--- config.mk ---
export PLATFORM = sky130hd
export DESIGN_NAME = serdes_tx_lanes
export DESIGN_NICKNAME = d
export VERILOG_FILES = /design/src/rtl/serdes_tx_lanes.sv
export SDC_FILE = /design/constraint.sdc
export NUM_CORES = 1
export LEC_CHECK = 0
export CELL_PAD_IN_SITES_DETAIL_PLACEMENT = 1
export CELL_PAD_IN_SITES_GLOBAL_PLACEMENT = 1
export CORE_MARGIN = 8
export CORE_UTILIZATION = 38
export DETAILED_ROUTE_END_ITERATION = 16
export GPL_ROUTABILITY_DRIVEN = 0
export PLACE_DENSITY_LB_ADDON = 0.1
export SETUP_SLACK_MARGIN = 0.3
export SYNTH_ARGS = -nofsm -noshare
export SYNTH_HDL_FRONTEND = slang
export SYNTH_SLANG_ARGS = --single-unit
--- constraint.sdc ---
create_clock -name clk_in -period 2.94 [get_ports clk_in]
set_input_delay 0.294 -clock clk_in [delete_from_list [all_inputs] [get_ports clk_in]]
set_output_delay 0.294 -clock clk_in [all_outputs]
set_load 0.05 [all_outputs]
--- src/rtl/serdes_tx_lanes.sv ---
// +----------------------------------------------------------------------------+
// | serdes_tx_lanes : multi-lane word-to-bit serialiser with training and idle  |
// | fill, valid/ready word handshake, gapless back-to-back words.               |
// | Rev 1.0                                                                     |
// +----------------------------------------------------------------------------+
`default_nettype none

module serdes_tx_lanes #(
  parameter int unsigned      WIDTH      = 8,
  parameter int unsigned      LANES      = 1,
  parameter bit               LSB_FIRST  = 1'b1,
  parameter logic [WIDTH-1:0] TRAIN_WORD = WIDTH'(8'hF0),
  parameter logic             IDLE_BIT   = 1'b0
) (
  input  logic                   clk_in,
  input  logic                   rst,
  input  logic                   en,
  input  logic                   train,
  input  logic [LANES*WIDTH-1:0] data_in,
  input  logic                   data_valid,
  output logic                   data_ready,
  output logic [LANES-1:0]       ser_data,
  output logic                   ser_frame,
  output logic                   underflow
);

  localparam int unsigned    CW       = (WIDTH > 1) ? $clog2(WIDTH) : 1;
  localparam logic [CW-1:0]  CNT_LAST = CW'(WIDTH - 1);

  logic [CW-1:0]          cnt_q, cnt_d;
  logic                   active_q, active_d;
  logic [LANES*WIDTH-1:0] sr_q, sr_d;
  logic [LANES-1:0]       ser_q, ser_d;
  logic                   frame_q, frame_d;
  logic                   under_q, under_d;
  logic                   load_slot;
  logic [LANES*WIDTH-1:0] word_sel;

  assign load_slot  = ~active_q | (cnt_q == CNT_LAST);
  assign data_ready = load_slot & en & ~train & ~rst;

  // Disabled and idle-fill both load an all-IDLE_BIT word, so the line level
  // while disabled falls out of the same shift path.
  always_comb begin
    word_sel = {(LANES*WIDTH){IDLE_BIT}};
    if (en) begin
      if (train)
        word_sel = {LANES{TRAIN_WORD}};
      else if (data_valid)
        word_sel = data_in;
    end
  end

  always_comb begin
    cnt_d    = cnt_q + 1'b1;
    active_d = active_q;
    frame_d  = 1'b0;
    under_d  = 1'b0;
    if (load_slot) begin
      cnt_d = '0;
      if (!en) begin
        active_d = 1'b0;
      end else begin
        active_d = 1'b1;
        if (train || data_valid)
          frame_d = 1'b1;
        else
          under_d = 1'b1;
      end
    end
  end

  for (genvar l = 0; l < LANES; l++) begin : g_lane
    logic [WIDTH-1:0] src;
    assign src = load_slot ? word_sel[l*WIDTH +: WIDTH] : sr_q[l*WIDTH +: WIDTH];
    if (LSB_FIRST) begin : g_lsb
      assign ser_d[l]                = src[0];
      assign sr_d[l*WIDTH +: WIDTH]  = {IDLE_BIT, src[WIDTH-1:1]};
    end else begin : g_msb
      assign ser_d[l]                = src[WIDTH-1];
      assign sr_d[l*WIDTH +: WIDTH]  = {src[WIDTH-2:0], IDLE_BIT};
    end
  end

  always_ff @(posedge clk_in or posedge rst) begin
    if (rst) begin
      cnt_q    <= '0;
      active_q <= 1'b0;
      sr_q     <= {(LANES*WIDTH){IDLE_BIT}};
      ser_q    <= {LANES{IDLE_BIT}};
      frame_q  <= 1'b0;
      under_q  <= 1'b0;
    end else begin
      cnt_q    <= cnt_d;
      active_q <= active_d;
      sr_q     <= sr_d;
      ser_q    <= ser_d;
      frame_q  <= frame_d;
      under_q  <= under_d;
    end
  end

  assign ser_data  = ser_q;
  assign ser_frame = frame_q;
  assign underflow = under_q;

endmodule

`default_nettype wire

==> results.sh <==
export IMPL_dp_cells=80
export IMPL_antenna_found_initial=0
export IMPL_fp_dieH_um=56.5
export IMPL_rsz0062_at_grt="no"
export IMPL_core_mm2=0.00152
export IMPL_cts_tree="done"
export IMPL_cts_inserted_buffers=3
export IMPL_synth_xor_xnor_area_share_pct=0
export IMPL_cts_sinks=14
export IMPL_startpoint="cnt_q[0]"
export IMPL_grt_first_pass_wirelength_mm=2.56
export IMPL_area_growth_pct=32.2
export IMPL_max_stage_delay_ns=0.45
export IMPL_finish_utilization_pct=53.9
export IMPL_status="finished, final reports clean"
export IMPL_crit_reg2reg_launch="cnt_q[0]"
export IMPL_hp_class="input port to async pin"
export IMPL_grt_pass1_vias=538
export IMPL_cap_viol_max_count=0
export IMPL_hold_viol_final=0
export IMPL_syn_num_nets=64
export IMPL_synth_warnings=0
export IMPL_endpoint_kind="primary output"
export IMPL_fin_nets=84
export IMPL_track_usage_pct=10.0
export IMPL_design_die_area_mm2=0.00319
export IMPL_synth_top_family_by_area="simple AND/OR/NAND/NOR gates"
export IMPL_rows=14
export IMPL_synthCells=49
export IMPL_irDropWorstVdd_mv=0.315
export IMPL_worstSetupPathType="register to primary output"
export IMPL_leakage_nw=0.402
export IMPL_drc=0
export IMPL_synth_compound_area_share_pct=14.9
export IMPL_drive_above_1_share_pct=13.4
export IMPL_synth_fa_ha_area_share_pct=4.02
export IMPL_fin_tns_setup_ns=0
export IMPL_min_period_ns=2.13
export IMPL_h_tree_depth=1
export IMPL_root_buffer="clkbuf_4"
export IMPL_vias_per_cell=5.47
export IMPL_clock_skew_ns=0.00492
export IMPL_cts_hold_buffers=0
export IMPL_clkSlewWorstSetupHoldPaths_ns=0.08
export IMPL_port_buffers=16
export IMPL_dr_pass1_iters=4
export IMPL_finalSetupViolations=0
export IMPL_wl_per_cell_um=16.2
export IMPL_grt_overflow_total=0
export IMPL_num_io_pins=17
export IMPL_clock_fmax_ghz=0.468
export IMPL_worst_slew_pin_slew_ns=0.534
export IMPL_pre_cts_slack_ns=0.602
export IMPL_path_cells="ha_1 > ha_1 > nor2b_4 > nor4_2 > dlymetal6s2s_1"
export IMPL_routed_via_count=454
export IMPL_cpMostUsedCell="ha_1"
export IMPL_yosys_area_share_simple_pct=21.7
export IMPL_setup_ws_ns=0.805
export IMPL_worstSkewPairLatency_ns=0.28
export IMPL_fp_dieW_um=56.5
export IMPL_clk_path_buf_depth=2
export IMPL_synth_area_per_cell_um2=12.7
export IMPL_routed_wl_mm=1.34
export IMPL_ys_seq_elements=14
export IMPL_maxSlewHeadroom_pct=64.3
export IMPL_first_iter_violations=5
export IMPL_crit_fanout=9
export IMPL_initial_core_util_pct=40.8
export IMPL_synth_mux_area_share_pct=0
export IMPL_startpoint_type="register"
export IMPL_syn_area_um2=622
export IMPL_crit_path_top_delay_cell="dlymetal6s2s_1"
export IMPL_p_per_area_mw_per_mm2=765
export IMPL_cp_data_required_time_ns=2.65
export IMPL_cts_resized=0
export IMPL_worstPathArrival_ns=1.84
export IMPL_slew_violations=0
export IMPL_post_route_period_util_pct=72.6
export IMPL_synthDistinctLibCells=17
export IMPL_final_cells=83
export IMPL_ys_seq_area_share_pct=56.3
export IMPL_grt_max_degree=15
export IMPL_antenna_cells=0
export IMPL_post_cts_buffers=0
export IMPL_antenna_left=0
==> cell usage after synthesis, drive strengths merged <==
cell type | number | share of area (%)
nor2b | 1 | 2.2
a21oi | 4 | 3.2
inv | 2 | 1.2
o31ai | 3 | 6.0
nand2b | 1 | 1.4
nand2 | 1 | 0.60
and3 | 1 | 1.0
nor4 | 1 | 1.0
ha | 2 | 4.0
a31o | 4 | 5.6
buf | 1 | 1.8
nor2 | 2 | 1.2
dfrtp | 14 | 56
nor3 | 2 | 1.6
and2 | 2 | 2.0
and3b | 5 | 7.0
nand3b | 3 | 3.6
==> worst max-delay path, delay by kind of cell, from the launching register on <==
family        cells  cell delay (ns)
fa+ha+maj         2             0.48
flops             1             0.36
buf+inv           1             0.45
simple gates      2             0.25
==> placed cells by master (no fill, tap or decap), drive strengths merged, types with 3 or more instances in the layout <==
cell	n
a21oi	4
a31o	4
and3b	5
clkbuf	3
clkdlybuf4s50	15
dfrtp	14
nand3b	3
o31ai	3
==> routing by layer <==
layer,global-route usage [%],vias up,routed length (um)
met4,5.15,0,32
met5,0,-,0
li1,-,216,-
met1,10.5,219,533
met2,16.1,14,681
met3,4.94,5,95
==> cells by family after synthesis <==
logic type / after synthesis
AND/OR/NAND/NOR: 19
buffers and inverters: 3
flip-flops: 14
adder cells (fa/ha/maj): 2
AO/OA/AOI/OAI: 11
==> through the flow <==
step,hold WS [ns],area (um2),power [mW]
6_report,0.399,822,0.629
5_1_grt,0.464,822,0.677
4_1_cts,0.428,820,0.637
3_5_place_dp,0.457,797,0.529
3_3_place_gp,0.428,797,0.519
2_1_floorplan,0.183,628,0.463
==> state kept, by name (all words and copies together) (netlist names) <==
name / flops
active_q: 1
underflow: 1
ser_data: 1
cnt_q: 3
ser_frame: 1
sr_q: 7
==> layout make-up <==
cell class | count | area, um2
inverter | 2 | 7.51
tap | 16 | 20.0
clock buffer | 3 | 22.5
fill | 163 | 702
timing repair buffer | 16 | 163
sequential | 14 | 350
multi-input combinational | 32 | 259
==> power by group <==
group	leakage (nW)	switching, mW	internal (mW)	total [mW]
sequential	0.182	0.0239	0.254	0.278
combinational	0.207	0.128	0.112	0.240
clock	0.0138	0.0628	0.0476	0.110
==> worst paths after layout <==
| path | slack, ns | cells after the start | to |
|---|---|---|---|
| worst max-delay path | 0.81 | 5 | data_ready |
| worst min-delay path | 0.40 | 2 | ser_data |
| worst max register to register | 1.41 | 4 | sr_q[1] |
| worst min register to register | 0.45 | 1 | cnt_q[0] |
| max in group asynchronous | 2.18 | 2 | sr_q[4] |
| min in group clk_in | 0.45 | 1 | cnt_q[0] |
(Power assumes the default switching activity.)
